### src/rtl/fb_slave_rx_fifo.sv
// Receive-side frame buffer behind the FreeDM slave MAC: frames are written
// speculatively and exposed to the reader only once their CRC is known good.
module fb_slave_rx_fifo #(
    parameter int unsigned ADDR_W = 8,
    parameter int unsigned CNT_W  = 8
) (
    input  logic              MRxClk,
    input  logic              Reset_n,
    input  logic [7:0]        RxData,
    input  logic              RxValid,
    input  logic              FrameStart,
    input  logic              FrameEnd,
    input  logic              CrcError,
    output logic [7:0]        RdData,
    output logic              RdValid,
    input  logic              RdReady,
    output logic              RdLast,
    output logic [ADDR_W-1:0] FrmCnt,
    output logic [CNT_W-1:0]  DropCnt,
    output logic              Overflow
);

    localparam int unsigned DEPTH = 1 << ADDR_W;

    typedef enum logic [1:0] {W_IDLE, W_RECV, W_DROP} wState_t;

    wState_t           state, stateNext;
    logic [ADDR_W-1:0] wrPtr, cmPtr, rdPtr;
    logic [ADDR_W-1:0] wrPtrNext, cmPtrNext, wrPtrInc;
    logic              holdValid, holdValidNext;
    logic [7:0]        holdData, holdDataNext;
    logic              lastPend, lastPendNext;
    logic              restart, restartNext;
    logic              full;
    logic              memWe;
    logic [8:0]        memWdata;
    logic [8:0]        mem [DEPTH];
    logic [8:0]        memRd;
    logic              commit, dropInc, ovfNext;
    logic              rdLoad, frmDec;

    assign wrPtrInc = wrPtr + 1'b1;
    assign full     = (wrPtrInc == rdPtr);
    assign memRd    = mem[rdPtr];
    assign rdLoad   = (~RdValid | RdReady) & (rdPtr != cmPtr);
    assign frmDec   = RdValid & RdReady & RdLast;

    always_comb begin
        stateNext     = state;
        wrPtrNext     = wrPtr;
        cmPtrNext     = cmPtr;
        holdValidNext = holdValid;
        holdDataNext  = holdData;
        lastPendNext  = 1'b0;
        restartNext   = 1'b0;
        memWe         = 1'b0;
        memWdata      = '0;
        commit        = 1'b0;
        dropInc       = 1'b0;
        ovfNext       = 1'b0;
        unique case (state)
            W_IDLE: begin
                if (FrameStart) begin
                    stateNext     = W_RECV;
                    holdValidNext = 1'b0;
                end
            end
            W_RECV: begin
                if (lastPend) begin
                    // Second write of a byte that arrived together with FrameEnd.
                    holdValidNext = 1'b0;
                    stateNext     = (restart | FrameStart) ? W_RECV : W_IDLE;
                    if (full) begin
                        wrPtrNext = cmPtr;
                        dropInc   = 1'b1;
                        ovfNext   = 1'b1;
                    end else begin
                        memWe     = 1'b1;
                        memWdata  = {1'b1, holdData};
                        wrPtrNext = wrPtrInc;
                        cmPtrNext = wrPtrInc;
                        commit    = 1'b1;
                    end
                end else if (FrameEnd) begin
                    holdValidNext = 1'b0;
                    stateNext     = FrameStart ? W_RECV : W_IDLE;
                    if (CrcError) begin
                        wrPtrNext = cmPtr;
                        dropInc   = 1'b1;
                    end else if (RxValid) begin
                        if (holdValid && full) begin
                            wrPtrNext = cmPtr;
                            dropInc   = 1'b1;
                            ovfNext   = 1'b1;
                        end else begin
                            if (holdValid) begin
                                memWe     = 1'b1;
                                memWdata  = {1'b0, holdData};
                                wrPtrNext = wrPtrInc;
                            end
                            holdValidNext = 1'b1;
                            holdDataNext  = RxData;
                            lastPendNext  = 1'b1;
                            restartNext   = FrameStart;
                            stateNext     = W_RECV;
                        end
                    end else if (holdValid) begin
                        if (full) begin
                            wrPtrNext = cmPtr;
                            dropInc   = 1'b1;
                            ovfNext   = 1'b1;
                        end else begin
                            memWe     = 1'b1;
                            memWdata  = {1'b1, holdData};
                            wrPtrNext = wrPtrInc;
                            cmPtrNext = wrPtrInc;
                            commit    = 1'b1;
                        end
                    end
                end else if (FrameStart) begin
                    wrPtrNext     = cmPtr;
                    dropInc       = 1'b1;
                    holdValidNext = 1'b0;
                end else if (RxValid) begin
                    if (!holdValid) begin
                        holdValidNext = 1'b1;
                        holdDataNext  = RxData;
                    end else if (full) begin
                        wrPtrNext     = cmPtr;
                        ovfNext       = 1'b1;
                        holdValidNext = 1'b0;
                        stateNext     = W_DROP;
                    end else begin
                        memWe        = 1'b1;
                        memWdata     = {1'b0, holdData};
                        wrPtrNext    = wrPtrInc;
                        holdDataNext = RxData;
                    end
                end
            end
            W_DROP: begin
                wrPtrNext     = cmPtr;
                holdValidNext = 1'b0;
                if (FrameEnd) begin
                    dropInc   = 1'b1;
                    stateNext = FrameStart ? W_RECV : W_IDLE;
                end else if (FrameStart) begin
                    dropInc   = 1'b1;
                    stateNext = W_RECV;
                end
            end
            default: stateNext = W_IDLE;
        endcase
    end

    always_ff @(posedge MRxClk) begin
        if (memWe) mem[wrPtr] <= memWdata;
    end

    always_ff @(posedge MRxClk or negedge Reset_n) begin
        if (!Reset_n) begin
            state     <= W_IDLE;
            wrPtr     <= '0;
            cmPtr     <= '0;
            rdPtr     <= '0;
            holdValid <= 1'b0;
            holdData  <= '0;
            lastPend  <= 1'b0;
            restart   <= 1'b0;
            RdData    <= '0;
            RdValid   <= 1'b0;
            RdLast    <= 1'b0;
            FrmCnt    <= '0;
            DropCnt   <= '0;
            Overflow  <= 1'b0;
        end else begin
            state     <= stateNext;
            wrPtr     <= wrPtrNext;
            cmPtr     <= cmPtrNext;
            holdValid <= holdValidNext;
            holdData  <= holdDataNext;
            lastPend  <= lastPendNext;
            restart   <= restartNext;
            Overflow  <= ovfNext;
            if (rdLoad) begin
                RdData  <= memRd[7:0];
                RdLast  <= memRd[8];
                RdValid <= 1'b1;
                rdPtr   <= rdPtr + 1'b1;
            end else if (RdReady && RdValid) begin
                RdValid <= 1'b0;
            end
            if (commit && !frmDec)      FrmCnt <= FrmCnt + 1'b1;
            else if (!commit && frmDec) FrmCnt <= FrmCnt - 1'b1;
            if (dropInc && (DropCnt != '1)) DropCnt <= DropCnt + 1'b1;
        end
    end

endmodule

### config.mk
export PLATFORM = sky130hd
export DESIGN_NAME = fb_slave_rx_fifo
export DESIGN_NICKNAME = d
export VERILOG_FILES = /design/src/rtl/fb_slave_rx_fifo.sv
export SDC_FILE = /design/constraint.sdc
export NUM_CORES = 2
export LEC_CHECK = 0
export BUFFER_PORTS_ARGS = -buffer_cell sky130_fd_sc_hd__buf_2
export CAP_MARGIN = 20
export CORE_MARGIN = 10
export CORE_UTILIZATION = 40
export CTS_BUF_LIST = sky130_fd_sc_hd__clkbuf_8
export DETAILED_ROUTE_END_ITERATION = 8
export SYNTH_ARGS = -nofsm -noshare
export SYNTH_HDL_FRONTEND = slang
export SYNTH_SLANG_ARGS = --single-unit
### constraint.sdc
create_clock -name MRxClk -period 15 [get_ports MRxClk]
set_input_delay 0.75 -clock MRxClk [delete_from_list [all_inputs] [get_ports MRxClk]]
set_output_delay 0.75 -clock MRxClk [all_outputs]
set_load 0.01 [all_outputs]
# ---- Word level (Yosys, flattened, before mapping)
# Memories as Yosys holds them, arrays and structs flattened. A register that Yosys moved wholly into a read port is not among the register bits.
# Index checks and enable logic that the tools add are counted.
dict set report totals {
  input_bits 15
  mem_bits_ro 0
  elab_cells 171
  mem_count 1
  output_inout_bits 27
  latch_bits 0
  register_bits 55
  ram_bits 2304
}
dict set report op_classes {
  magnitude_cmp 0
  n_mux 108
  n_bitwise 7
  multipliers 0
  n_div 0
  n_eq_ne 18
  shift 0
  reduce_logical 20
  addsub 5
}
# name words width rd rd_clocked_by_memory_dff wr line
set memory_table {}
lappend memory_table {mem 256 9 1 1 1 37} ;# logic [8:0] mem [DEPTH];
# operator n
set op_table {}
lappend op_table {{two-way mux 8 bit} 31}
lappend op_table {{two-way mux 9 bit} 7}
lappend op_table {{two-way mux 1 bit} 58}
lappend op_table {{adder 8 x 1 -> 8 bit (second input constant)} 4}
lappend op_table {{two-way mux 2 bit} 8}
lappend op_table {{inequality test 4 bit (second input constant)} 4}
lappend op_table {{case mux 8 bit (2 select lines)} 1}
lappend op_table {{nonzero test 2 bit} 5}
lappend op_table {{equality test 8 bit} 1}
lappend op_table {{inequality test 8 bit} 1}
lappend op_table {{inequality test 8 bit (second input constant)} 1}
lappend op_table {{subtractor 8 x 1 -> 8 bit (second input constant)} 1}
lappend op_table {{inequality test 7 bit (second input constant)} 1}
lappend op_table {{AND reduction 7 bit} 1}
lappend op_table {{inequality test 2 x 1 -> 1 bit (second input constant)} 3}
lappend op_table {{inequality test 2 bit (second input constant)} 3}
lappend op_table {{case mux 2 bit (3 select lines)} 1}
lappend op_table {{AND reduction 3 bit} 2}
lappend op_table {{logical AND 1 bit} 5}
lappend op_table {{inequality test 5 bit (second input constant)} 1}
lappend op_table {{AND reduction 5 bit} 1}
lappend op_table {{AND reduction 4 bit} 1}
lappend op_table {{AND 1 bit} 3}
lappend op_table {{logical NOT 1 bit} 3}
lappend op_table {{9 further kinds} 11}

# ---- Longest topological paths before layout
dict set report logic_depth {
  ltp_word 13
  ltp_mapped 19
  mapped_depth_nobuf 17
}

# ---- Worst setup path after synthesis
# Ideal clock, no wire load.
dict set report synth_timing {
  path_kind {register to register}
  from {register wrPtr[1]}
  to {register FrmCnt[7]}
  period_less_slack_ns 8.523
  arrival_time_ns 8.444
  stages_incl_launch_ff 19
  n_path_buf 2
  setup_time_ns 0.079
  required_ns 14.921
  setup_slack_ns 6.477
  path_cell_list {dfrtp_1 ha_1 buf_2 and3_1 xnor2_1 a211oi_2 or2_1 a21oi_1 clkbuf_1 ha_1 inv_1 ha_1 a21o_1 a21oi_1 o21bai_1 a2111oi_0 o21ai_0 a21oi_1 xor2_1}
}
dict set report synth_between {
  elab_chain_len 12
  elab_cells_between_ends 14
  classes_between {add/sub (1); eq/ne (1); mux (8); reduce/logical (4)}
}
# element line
set synth_lines {}
lappend synth_lines {{start: declaration} 28} ;# logic [ADDR_W-1:0] wrPtr, cmPtr, rdPtr;
lappend synth_lines {{start signal: assignment} 178} ;# wrPtr <= wrPtrNext;
lappend synth_lines {{adder 8 x 1 -> 8 bit *} 42} ;# assign wrPtrInc = wrPtr + 1'b1;
lappend synth_lines {{equality test 8 bit *} 43} ;# assign full = (wrPtrInc == rdPtr);
lappend synth_lines {{two-way mux 1 bit *} {73, 108}}
lappend synth_lines {{two-way mux 1 bit} 107} ;# end else if (holdValid) begin
lappend synth_lines {{two-way mux 1 bit} 90} ;# end else if (RxValid) begin
lappend synth_lines {{two-way mux 1 bit} 87} ;# if (CrcError) begin
lappend synth_lines {{two-way mux 1 bit} 84} ;# end else if (FrameEnd) begin
lappend synth_lines {{two-way mux 1 bit *} 69} ;# if (lastPend) begin
lappend synth_lines {{two-way mux 1 bit *} 61} ;# unique case (state)
lappend synth_lines {{logical NOT 1 bit} 194} ;# else if (!commit && frmDec) FrmCnt <= FrmCnt - 1'b1;
lappend synth_lines {{logical AND 1 bit} 194}
lappend synth_lines {{nonzero test 2 bit (no source line)} n/a}
lappend synth_lines {{end signal: assignment} 193} ;# if (commit && !frmDec) FrmCnt <= FrmCnt + 1'b1;
lappend synth_lines {{end signal: assignment} 194}
lappend synth_lines {{end: declaration} 18} ;# output logic [ADDR_W-1:0] FrmCnt,
# Every way passes the cells marked *; elsewhere a longest branch is shown, timed or not.
# A chain may end at the register's enable or synchronous reset.

# ---- Worst setup path in the final report
dict set report layout_timing {
  from {register rdPtr[1]}
  to {register RdData[3] (read register of mem)}
}
dict set report layout_between {
  elab_chain_len 2
}
# element line
set layout_lines {}
lappend layout_lines {{start: declaration} 28}
lappend layout_lines {{start signal: assignment} 189} ;# rdPtr <= rdPtr + 1'b1;
lappend layout_lines {{inequality test 8 bit} 45} ;# assign rdLoad = (~RdValid | RdReady) & (rdPtr != cmPtr);
lappend layout_lines {{AND 1 bit} 45}
lappend layout_lines {{end: declaration} 14} ;# output logic [7:0] RdData,
# Parallel ways exist; a longest one is shown, timed or not.

==> impl_metrics.toml <==
[run_status]
status = "finished clean"

[logic_synthesis]
synthDistinctLibCells = 72
synthTopCellsByArea = "edfxtp_1, mux4_2, dfrtp_1, nor2_1, mux2i_1"
ys_seq_elements = 2368
netlist_area_um2 = 93100
synth_top_area_share_pct = 74.3
async_flop_share_pct = 2.70
yosysSeqAreaShare_pct = 76.0
synth_top_cell_by_area = "edfxtp_1"
synth_xor_area_share_pct = 0.434
synth_fa_ha_area_share_pct = 0.250
mappedNetlistNets = 4265
yosysWarnings = 0
synthCells = 4232
synthMuxAreaShare_pct = 17.3
synth_edf_count = 2304
synth_compound_area_share_pct = 1.99
synth_top_family_by_area = "multiplexers"
synth_area_per_cell_um2 = 22.0
synth-simple-area-share_pct = 2.47
synth_ff_type = "edfxtp_1"

[finish]
final_cell_area_um2 = 104000
final_nets = 4618
multi_input_area_um2 = 21000
fillCellCount = 19412
syn2layout_area_growth_pct = 12.2
final-seq-area_um2 = 70800
drive_above_1_share_pct = 29.1

[timing]
rsz0062_at_grt = "no"
finalCritPeriodShare_pct = 42.1
worst_slew_pin_slew_ns = 1.25
min_period_ns = 6.32
setup_violations = 0
finalHoldViolCount = 0
setup_tns_ns = 0
max_freq_mhz = 158
drv_slew = 0
finalClockSkew_ns = 0.0847
relSlewSlack_pct = 16.4

[grt]
grt_start_max_net_pins = 221
grt_pass1_vias = 46924
grt_pass1_wl_mm = 344
grt-ovfl-total = 0
grt_use_total_pct = 18.7
antenna_found_initial = 14

[place]
placed_area_um2 = 97200
place_congestion = 0.813
numPortBuffers = 41
hpwl_mm = 140

[drt]
wire_per_inst_um = 30.1
drtAntennaViolNets = 0
vias_per_cell = 5.78
initialDrtViolationCount = 5305
dr_total_vias = 45897
dr.pass1.iters = 6
drcViolationCount = 0
drt_wl_total_mm = 239

[clock_network]
path_clk_slew_ns = 0.06
htree_levels = 5
cts_buffers = 388
cts_sinks = 2368
cts_root_buffer = "clkbuf_8"
clockBufferDepth = 4
clk_latency_ns = 1.09
cts_tree = "yes"

[worst_setup_path]
cp.arrival_ns = 7.25
worstPathRequired_ns = 15.93
worstSetupEndpointType = "flop"
crit_path_max_fanout = 141
critPathKind = "reg2reg"
startpoint_type = "flop"

[floorplan]
floorplan.initialDensity_pct = 40.1
io_pins = 42
die_width_um = 503
placementRows = 177
core_area_um2 = 232000
die_area_um2 = 253000
fp.dieH_um = 503

[hold_path]
hold_class = "in2reg"

[power]
powerDensity_nw_per_um2 = 170
p_clk_share_pct = 28.6
p_sw_share_pct = 31.8
leakage_nw = 35.8
p_switching_mw = 5.65
power.share.sequential_pct = 43.3
p_int_mw = 12.1
peakVddDrop_uv = 136
pwr-share-comb_pct = 28.1

[flow_run]
cap_violations = 0
timing repair:
item	CTS	global route
endpoints found under the setup margin	0	0
gates resized for setup	0	0
hold buffers	10	0
hold endpoints to repair	74	0
buffers inserted	0	0
sequential cells by signal, summed over array words and instances, names as in the netlist:
name and flops:
DropCnt 8, FrmCnt 8, Overflow 1, RdData 8
RdLast 1, RdValid 1, cmPtr 8, holdData 8
holdValid 1, lastPend 1, mem 2304, rdPtr 8
restart 1, state 2, wrPtr 8
power groups by stage:
stage / logic [mW] / clock network [mW] / registers [mW]
floorplan: 3.46 / 0 / 7.70
global placement: 4.99 / 0 / 7.82
detailed placement: 5.02 / 0 / 7.82
CTS: 5.03 / 5.19 / 7.69
global route: 5.26 / 5.50 / 7.70
finish: 5.00 / 5.09 / 7.69
worst paths after layout:
check                          start         to  slack (ns)  depth (start not counted)
setup reg to reg            rdPtr[1]  RdData[3]        8.68                         11
min in group asynchronous    Reset_n  FrmCnt[7]        0.38                          2
setup / recovery            rdPtr[1]  RdData[3]        8.68                         11
max in group asynchronous    Reset_n   rdPtr[3]       13.78                          2
hold / removal              FrameEnd   state[1]        0.22                          3
hold reg to reg            FrmCnt[7]  FrmCnt[7]        0.48                          1
metal layers:
metal / share of wire, % / up-vias / global-route usage (%)
met5: 0.040 / - / 0
met4: 3.4 / 14 / 6.85
met3: 9.0 / 460 / 4.76
met2: 47 / 2184 / 29.1
met1: 40 / 24636 / 25.5
li1: - / 18603 / -
cells in the mapped netlist (all sizes together), types with 11 or more instances:
library cell and number:
mux2i 46, inv 19, buf 149, nor3 11, nand3 34, nor2b 20
a22oi 25, nand4 16, clkbuf 98, edfxtp 2304, o22ai 19, ha 17
a22o 16, and3 11, xnor2 24, nand2b 13, nor2 301, mux2 14
a21oi 41, and2 18, nand2 78, xor2 17, dfrtp 64, o21ai 51
mux4 688, a221oi 20
critical path, cell delays in order, from the launching register on:
cell,delay [ns]
dfrtp_4,0.86
buf_4,0.69
buf_4,0.76
buf_4,0.85
buf_12,0.74
mux4_2,0.42
a22o_1,0.24
a221oi_1,0.54
o22ai_1,0.25
nor3_1,0.20
nor2_1,0.08
or3_1,0.36
area by class of cell:
type,instances,share of cell area (%)
diodes,12,0.0287
clock buffers,403,5.31
clock inverters,282,1.25
inverters,20,0.0719
multi-input cells,1597,20.1
flip-flops and latches,2368,67.8
well taps,3043,3.64
repair buffers,210,1.79
logic make-up (layout without fill, tap and decap cells):
kind of cell               after synthesis  after routing
adders and majority gates               18             18
muxes                                  748            748
xor gates and xnor gates                43             43
buffers and inverters                  267            915
other                                    0             12
AOI/OAI and AO/OA                      262            262
DFF                                   2368           2368
and+or+nand+nor                        526            526
cells in the final DEF, fill, tap and decap left out, types with 17 or more instances in the layout:
cell,n
xor2_1,17
nor2b_1,17
buf_2,41
xnor2_1,24
dfrtp_1,59
edfxtp_1,2304
nor2_1,300
clkbuf_8,403
nand3_1,30
clkinv_1,97
o21ai_0,47
a21oi_1,39
mux4_2,688
mux2i_1,46
o22ai_1,19
buf_6,27
buf_4,114
nand2_1,67
a22oi_1,25
ha_1,17
inv_1,140
clkinv_2,46
a221oi_1,19
metrics by stage:
stage | setup WS, ns | instances | total power [mW] | hold WS (ns) | util (%)
3_5_place_dp | 8.73 | 7207 | 12.8 | 0.474 | 41.9
5_1_grt | 8.60 | 7926 | 18.5 | 0.169 | 45.0
2_1_floorplan | 6.48 | 4232 | 11.2 | 0.454 | -
4_1_cts | 8.70 | 7902 | 17.9 | 0.0833 | 44.9
3_3_place_gp | 8.74 | 7175 | 12.8 | 0.455 | 41.7
6_report | 8.68 | 7935 | 17.8 | 0.223 | 45.0
No activity file was read; power rests on OpenSTA's default activity.
